<file path="src/rtl/muldiv_sequencer.sv">
// ============================================================================
// Module   : muldiv_sequencer
// Purpose  : Multi-cycle RV32M multiply/divide sequencer. It uses a shift-add
//            multiplier and a restoring divider, then applies sign correction
//            and selects the output word.
// Options  : MULDIV_FAST_MUL_EN -- single-step combinational multiply
// Revision : 1.0 - initial release
// ============================================================================
`default_nettype none

module muldiv_sequencer #(
  parameter int WIDTH = 32
) (
  input  logic             i_clk,
  input  logic             i_rst_n,
  input  logic             i_start,
  input  logic             i_flush,
  input  logic [2:0]       i_funct3,
  input  logic [WIDTH-1:0] i_rs1,
  input  logic [WIDTH-1:0] i_rs2,
  output logic             o_busy,
  output logic             o_done,
  output logic [WIDTH-1:0] o_result
);

  localparam int CNT_W = $clog2(WIDTH);

  typedef enum logic [2:0] {
    S_IDLE     = 3'd0,
    S_PREP     = 3'd1,
    S_MUL_ITER = 3'd2,
    S_DIV_ITER = 3'd3,
    S_FINAL    = 3'd4,
    S_DONE     = 3'd5
  } state_t;

  state_t             state_q, state_d;
  logic [2:0]         funct3_q, funct3_d;
  logic [WIDTH-1:0]   rs1_q, rs1_d;
  logic [WIDTH-1:0]   rs2_q, rs2_d;
  logic [WIDTH-1:0]   mag_q, mag_d;
  logic [WIDTH-1:0]   rem_q, rem_d;
  logic [WIDTH-1:0]   result_q, result_d;
  logic [2*WIDTH-1:0] acc_q, acc_d;
  logic [CNT_W-1:0]   cnt_q, cnt_d;
  logic               neg_q, neg_d;
  logic               neg_rem_q, neg_rem_d;
  logic               div0_q, div0_d;

  logic               a_signed, b_signed, a_neg, b_neg;
  logic [WIDTH-1:0]   mag_a, mag_b;
  logic [WIDTH:0]     div_shift, div_diff;
  logic               q_bit;
  logic [2*WIDTH-1:0] prod_fix;
  logic [WIDTH-1:0]   quo_fix, rem_fix;
`ifdef MULDIV_FAST_MUL_EN
  logic [2*WIDTH-1:0] fast_prod;
`else
  logic [WIDTH:0]     mul_sum;
`endif

  // Operand conditioning, iteration steps and sign fix-up.
  always_comb begin
    a_signed  = (funct3_q != 3'd3) && (funct3_q != 3'd5) && (funct3_q != 3'd7);
    b_signed  = a_signed && (funct3_q != 3'd2);
    a_neg     = a_signed && rs1_q[WIDTH-1];
    b_neg     = b_signed && rs2_q[WIDTH-1];
    mag_a     = a_neg ? -rs1_q : rs1_q;
    mag_b     = b_neg ? -rs2_q : rs2_q;
    // The remainder stays below the divisor, so WIDTH bits hold it after each step.
    div_shift = {rem_q, acc_q[WIDTH-1]};
    div_diff  = div_shift - {1'b0, mag_q};
    q_bit     = ~div_diff[WIDTH];
    prod_fix  = neg_q ? -acc_q : acc_q;
    quo_fix   = neg_q ? -acc_q[WIDTH-1:0] : acc_q[WIDTH-1:0];
    rem_fix   = neg_rem_q ? -rem_q : rem_q;
`ifdef MULDIV_FAST_MUL_EN
    fast_prod = {{WIDTH{1'b0}}, mag_a} * {{WIDTH{1'b0}}, mag_b};
`else
    mul_sum   = {1'b0, acc_q[2*WIDTH-1:WIDTH]} + (acc_q[0] ? {1'b0, mag_q} : '0);
`endif
  end

  always_comb begin
    state_d   = state_q;
    funct3_d  = funct3_q;
    rs1_d     = rs1_q;
    rs2_d     = rs2_q;
    mag_d     = mag_q;
    rem_d     = rem_q;
    result_d  = result_q;
    acc_d     = acc_q;
    cnt_d     = cnt_q;
    neg_d     = neg_q;
    neg_rem_d = neg_rem_q;
    div0_d    = div0_q;

    if (state_q != S_IDLE && i_flush) begin
      state_d = S_IDLE;
    end else begin
      case (state_q)
        S_IDLE: begin
          if (i_start && !i_flush) begin
            funct3_d = i_funct3;
            rs1_d    = i_rs1;
            rs2_d    = i_rs2;
            state_d  = S_PREP;
          end
        end
        S_PREP: begin
          neg_d     = a_neg ^ b_neg;
          neg_rem_d = a_neg;
          div0_d    = funct3_q[2] && (rs2_q == '0);
          cnt_d     = CNT_W'(WIDTH - 1);
          rem_d     = '0;
          if (funct3_q[2]) begin
            mag_d   = mag_b;
            acc_d   = {{WIDTH{1'b0}}, mag_a};
            state_d = (rs2_q == '0) ? S_FINAL : S_DIV_ITER;
          end else begin
`ifdef MULDIV_FAST_MUL_EN
            acc_d   = fast_prod;
            state_d = S_FINAL;
`else
            mag_d   = mag_a;
            acc_d   = {{WIDTH{1'b0}}, mag_b};
            state_d = S_MUL_ITER;
`endif
          end
        end
`ifndef MULDIV_FAST_MUL_EN
        S_MUL_ITER: begin
          // Multiplier sits in the low half and shifts out LSB first.
          acc_d = {mul_sum, acc_q[WIDTH-1:1]};
          cnt_d = cnt_q - CNT_W'(1);
          if (cnt_q == '0) state_d = S_FINAL;
        end
`endif
        S_DIV_ITER: begin
          rem_d = q_bit ? div_diff[WIDTH-1:0] : div_shift[WIDTH-1:0];
          acc_d = {acc_q[2*WIDTH-1:WIDTH], acc_q[WIDTH-2:0], q_bit};
          cnt_d = cnt_q - CNT_W'(1);
          if (cnt_q == '0) state_d = S_FINAL;
        end
        S_FINAL: begin
          case (funct3_q)
            3'd0:             result_d = prod_fix[WIDTH-1:0];
            3'd1, 3'd2, 3'd3: result_d = prod_fix[2*WIDTH-1:WIDTH];
            3'd4, 3'd5:       result_d = div0_q ? '1 : quo_fix;
            default:          result_d = div0_q ? rs1_q : rem_fix;
          endcase
          state_d = S_DONE;
        end
        S_DONE:  state_d = S_IDLE;
        default: state_d = S_IDLE;
      endcase
    end
  end

  always_ff @(posedge i_clk or negedge i_rst_n) begin
    if (!i_rst_n) begin
      state_q   <= S_IDLE;
      funct3_q  <= '0;
      rs1_q     <= '0;
      rs2_q     <= '0;
      mag_q     <= '0;
      rem_q     <= '0;
      result_q  <= '0;
      acc_q     <= '0;
      cnt_q     <= '0;
      neg_q     <= 1'b0;
      neg_rem_q <= 1'b0;
      div0_q    <= 1'b0;
    end else begin
      state_q   <= state_d;
      funct3_q  <= funct3_d;
      rs1_q     <= rs1_d;
      rs2_q     <= rs2_d;
      mag_q     <= mag_d;
      rem_q     <= rem_d;
      result_q  <= result_d;
      acc_q     <= acc_d;
      cnt_q     <= cnt_d;
      neg_q     <= neg_d;
      neg_rem_q <= neg_rem_d;
      div0_q    <= div0_d;
    end
  end

  assign o_busy   = (state_q != S_IDLE);
  assign o_done   = (state_q == S_DONE);
  assign o_result = result_q;

endmodule

`default_nettype wire

</file>
<file path="config.mk">
export PLATFORM = sky130hd
export DESIGN_NAME = muldiv_sequencer
export DESIGN_NICKNAME = d
export VERILOG_FILES = /design/src/rtl/muldiv_sequencer.sv
export SDC_FILE = /design/constraint.sdc
export NUM_CORES = 1
export LEC_CHECK = 0
export CAP_MARGIN = 20
export CORE_MARGIN = 2
export CORE_UTILIZATION = 25
export DETAILED_ROUTE_END_ITERATION = 10
export REMOVE_ABC_BUFFERS = 1
export SETUP_SLACK_MARGIN = 0.05
export SYNTH_ARGS = -nofsm -noshare
export SYNTH_HDL_FRONTEND = slang
export SYNTH_SLANG_ARGS = --single-unit
</file>
<file path="constraint.sdc">
create_clock -name i_clk -period 6.7 [get_ports i_clk]
set_input_delay 2.01 -clock i_clk [delete_from_list [all_inputs] [get_ports i_clk]]
set_output_delay 2.01 -clock i_clk [all_outputs]
set_load 0.03 [all_outputs]
</file>
-- Yosys cells after proc, flatten, opt, wreduce, memory -nomap -nowiden
Cells that the tools add are included.
- bits in registers: 238
- word-level logic and storage cells: 91
- mux-type cells: 21
- bitwise gates (word level): 4
- add/sub/neg operators: 8
- equality and inequality tests: 16
- reduce and logical (&&, ||, !) cells: 29
- operators with widths (cell ; number):
    32-bit two-way mux ; 10
    64-bit case mux with 3 select lines ; 1
    32-bit negation ; 4
    32-bit case mux with 3 select lines ; 1
    64-bit two-way mux ; 1
    64-bit negation ; 1
    32-bit case mux with 2 select lines ; 1
    32-bit by 32-bit adder with 33-bit output ; 1
    33-bit by 32-bit subtractor with 33-bit output ; 1
    32-bit logical NOT ; 1
    3-bit two-way mux ; 5
    3-bit by 2-bit equality test with 1-bit output (second input constant) ; 4
    3-bit equality test (second input constant) ; 4
    3-bit case mux with 4 select lines ; 1
    2-bit AND reduction ; 6
    5-bit case mux with 2 select lines ; 1
    3-bit != test (second input constant) ; 3
    1-bit logical AND ; 8
    3-bit by 1-bit equality test with 1-bit output (second input constant) ; 2
    3-bit logical NOT ; 2
    3-bit by 2-bit != test with 1-bit output (second input constant) ; 2
    3-bit AND reduction ; 2
    2-bit nonzero test ; 3
    3-bit nonzero test ; 2
    other kinds (8) ; 11

-- Longest topological paths before layout
- word-level depth: 8
- mapped depth: 15

-- Worst setup path after synthesis
No wires, ideal clock.
- kind: input-to-reg
- start: in i_flush
- end: reg result_q[15], in the netlist o_result[15]
- path buffers: 3
- library setup time: 0.127 ns
- setup slack: 2.888 ns
- data arrival time: 3.685 ns
- required time: 6.573 ns
- stages on the path: 8
- path through: clkbuf_1 or4b_2 clkbuf_1 nor2_1 clkbuf_1 o21ai_0 a221oi_1 nor2_1
- word-level cells in the longest chain between the ends: 3
- RTL lines (item ; line ; source):
    from (decl) ; 17 ; input logic i_flush,
    1-bit logical AND ; 98 ; if (state_q != S_IDLE && i_flush) begin
    1-bit NOT (no source line) ; n/a ;
    2-bit AND reduction (no source line) ; n/a ;
    to (signal assigned) ; 181 ; result_q <= result_d;
    to (decl) ; 43 ; logic [WIDTH-1:0] result_q, result_d;
Every way passes these cells.
A chain may end at the register's enable or synchronous reset.

-- Worst setup path after layout
- start: reg acc_q[26]
- end: reg result_q[25], in the netlist o_result[25]
- word-level cells in the longest chain between the ends: 3
- RTL lines (item ; line ; source):
    from (decl) ; 44 ; logic [2*WIDTH-1:0] acc_q, acc_d;
    from (signal assigned) ; 169 ; acc_q <= '0;
    from (signal assigned) ; 182 ; acc_q <= acc_d;
    64-bit negation ; 74 ; prod_fix = neg_q ? -acc_q : acc_q;
    64-bit two-way mux ; 74 ;
    32-bit case mux with 3 select lines ; 146 ; case (funct3_q)
Every way passes these cells.

==> metrics.md <==
| Metric | Value |
|---|---|
| Critical path class | `reg -> reg` |
| Fin cells | `3170` |
| Setup tns final | `0 ns` |
| Pwr Density | `497 mW/mm^2` |
| M2 GR Usage | `0.269` |
| Reg-to-Reg Start | `acc_q[26]$_DFFE_PN0P_` |
| Initial antenna violation count | `3` |
| Net count, final | `2341` |
| Met1 Resource Use GR | `0.231` |
| CP Data Required Time | `7.15 ns` |
| ANT cells | `0` |
| Cts hold-fix bufs | `0` |
| GRT Util Overall | `0.166` |
| Post-Syn Area | `0.0182 mm^2` |
| First-pass GRT wire length | `97200 um` |
| Number of routed nets with antenna violations | `0` |
| Worst Hold Path EP | `mag_q[6]$_DFFE_PN0P_` |
| Wire per inst | `19.9 um` |
| Row count | `98` |
| Sequential cell area | `0.00596 mm^2` |
| Synth Register Bits | `238` |
| Slew HR | `0.266` |
| Sinks on Clock Net | `238` |
| Slew Limit Fails | `0` |
| Synthesized area per cell | `8.39 um^2` |
| Grt peak-use layer | `met2` |
| Flop2flop setup slack | `2.04 ns` |
| Largest net degree at the start of global routing | `80` |
| Worst EP arrival | `5.11 ns` |
| Final Util | `0.295` |
| Top_reg_cell synth | `dfrtp_1` |
| Post-synth ARST share | `1.00` |
| Number of global-route vias before repair | `15.9k` |
| Full die area | `0.0749 mm^2` |
| Clock transition at path regs | `0.06 ns` |
| CTS tree | `yes` |
| Crit. End Element | `flip-flop` |
| # placed instances | `3115` |
| Sequential area share after synthesis | `0.328` |
| GRT overflow | `0` |
| Clock Path Buffers | `3` |
| Clock skew | `0.0159 ns` |
| Status | `completed` |
| Post-Route WL | `63200 um` |
| Fraction of layout cells with a size suffix above 1 | `0.0883` |
| Max Cap Viol | `0` |
| Die X | `274 um` |
| Layout area overhead | `16.5%` |
| Initial Utilization | `0.253` |
| Worst-Margin Slew | `1.09 ns` |
| Cell count after synthesis | `2165` |
| RSZ-0062 raised after global routing | `no` |
| Worst Hold Path Cells | `2` |
| I/O pins | `105` |
| Fin crit period | `4.66 ns` |
| Peak supply drop | `0.247 mV` |
| Vias | `16.6k` |
| Clk_lat worst skew | `0.59 ns` |
| Vias per cell | `5.25` |
| R2R cell count | `10` |
| Grt met3 use | `0.0209` |
| CP Launch Type | `flip-flop` |
| HP Class | `reg -> reg` |
| Hold Crit Start | `mag_q[6]$_DFFE_PN0P_` |
| Core Area | `0.0717 mm^2` |
| R2R Path End | `o_result[25]$_DFFE_PN0P_` |
| H-Tree Depth | `1` |
| Yosys warnings | `0` |
| Port-buffer cells | `104` |
| Cell variety after synth | `83` |
| Multi-input combinational cell area | `0.0115 mm^2` |
| Die height | `274 um` |
| CTS root buf | `clkbuf_16` |
| Final setup vio count | `0` |
| Placer Congestion | `0.904` |
| DP Wirelength | `46800 um` |
| Post-route clock period utilization | `0.695` |
| Leak pwr | `0.00877 uW` |
| PostCTS Resize Cnt | `0` |
| Critical Path Fanout Max | `7` |
| Filler Cell Count | `7631` |
| DRC viols | `0` |
| Peak Freq | `215 MHz` |
| Initial DRT Pass Iterations | `5` |
| Post-synth EDFFs | `0` |
| CTS Buf Count | `29` |
| Iter 0 DRT Violations | `1419` |
| Postcts setup bufs | `0` |
| Final hold violation count | `0` |
==> placed cells by master, fill, tap and decap left out, types with 14 or more instances in the layout <==
master and n:
mux2_2 73, or3_1 25, ha_1 70, nand2b_1 17, buf_4 24, a31oi_1 17, or4_1 20, clkdlybuf4s50_1 103
a21o_1 45, dfrtp_1 235, xnor2_1 94, nor3_1 36, nand4_1 26, clkbuf_16 29, nor2_1 242, and2_1 14
inv_1 69, nand3_1 34, a221oi_1 19, mux2i_1 43, a21oi_1 182, o41ai_1 18, o211ai_1 29, o21ai_0 174
nand2_1 188, o31ai_1 38, xor2_1 109
==> cell type report <==
cell class,count,share of cell area
clock buffers,41,0.0388
clock inverters,12,0.00780
inverters,69,0.0122
multi-input cells,1729,0.542
flip-flops and latches,238,0.282
well taps,950,0.0561
repair buffers,131,0.0615
==> routing by layer <==
| metal | wire, um | share of wire |
|---|---|---|
| met5 | 17 | 0.00027 |
| met4 | 1650 | 0.026 |
| met3 | 4150 | 0.066 |
| met2 | 29100 | 0.46 |
| met1 | 28300 | 0.45 |
==> per-stage QoR <==
step	setup WS (ns)	cell area (um^2)	power, uW	hold slack (ns)
2_1_floorplan	0.824	17700	6690	0.450
3_3_place_gp	2.21	20100	8710	0.462
3_5_place_dp	2.13	20100	8740	0.471
4_1_cts	2.15	21100	10400	0.484
5_1_grt	1.99	21200	11300	0.510
6_report	2.04	21200	10500	0.481
==> critical path, stage by stage (launching register included) <==
cell and delay (ns):
dfrtp_1 0.47, or4_1 0.61, nor4_1 0.85, nand4_1 0.69, nor3_2 0.53, nand3b_2 0.31, nor3_2 0.27, a31oi_1 0.17
xor2_1 0.20, a221oi_1 0.35, nor2_1 0.09
==> flip-flops by register name, indices dropped and copies added (netlist names), 3 cells and up <==
| signal | cells |
|---|---|
| rem_q | 32 |
| rs2_q | 32 |
| acc_q | 64 |
| state_q | 3 |
| mag_q | 32 |
| funct3_q | 3 |
| rs1_q | 32 |
| cnt_q | 5 |
| o_result | 32 |
==> how the worst max path moves through the flow <==
| stage | from | to | depth (start not counted) |
|---|---|---|---|
| after detailed placement | i_flush | o_result[10]$_DFFE_PN0P_ | 7 |
| after global placement | i_flush | o_result[6]$_DFFE_PN0P_ | 7 |
| after CTS | acc_q[26]$_DFFE_PN0P_ | o_result[25]$_DFFE_PN0P_ | 10 |
| after global routing | acc_q[31]$_DFFE_PN0P_ | rem_q[2]$_DFFE_PN0P_ | 14 |
| after floorplan | i_flush | o_result[25]$_DFFE_PN0P_ | 6 |
| final | acc_q[26]$_DFFE_PN0P_ | o_result[25]$_DFFE_PN0P_ | 10 |
==> report_power, final <==
part / switching [uW] / total, uW / internal, uW / leakage [uW]
clock network: 673 / 1670 / 1000 / 0.000482
logic: 3620 / 5910 / 2290 / 0.00534
registers: 928 / 2950 / 2020 / 0.00295
==> synth_stat cells (7+ instances only) <==
cell type / instances / area [um^2]
nor3_1: 36 / 180
a221o_1: 13 / 130
dfrtp_1: 238 / 5960
a211oi_1: 13 / 97.6
buf_1: 12 / 45.0
a31oi_1: 17 / 106
o211ai_1: 29 / 218
o31ai_1: 38 / 285
nor4_1: 12 / 75.1
nand3_1: 34 / 170
a21o_1: 45 / 338
xnor2_1: 94 / 823
buf_2: 7 / 35.0
xor2_1: 109 / 955
o22ai_1: 9 / 56.3
o41ai_1: 18 / 158
mux2_2: 73 / 822
o221ai_1: 11 / 96.3
or3_1: 25 / 156
a221oi_1: 19 / 166
nand2b_1: 19 / 119
and2_1: 14 / 87.6
and3_1: 8 / 50.1
inv_1: 69 / 259
or2_2: 9 / 56.3
nand4_1: 26 / 163
a21oi_1: 182 / 911
nand2_1: 188 / 706
nor2b_1: 10 / 62.6
clkbuf_1: 109 / 409
a22o_1: 9 / 78.8
or4_1: 20 / 150
ha_1: 70 / 876
o21bai_1: 11 / 82.6
nor2_1: 244 / 916
mux2i_1: 43 / 430
o21ai_0: 174 / 871
==> logic make-up after synthesis <==
group / share of synthesized area
AOI/OAI and AO/OA: 0.231
and+or+nand+nor: 0.182
muxes: 0.0689
xor gates and xnor gates: 0.0979
buffers and inverters: 0.0418
DFF: 0.328
adders and majority gates: 0.0504
(Power assumes the default switching activity.)
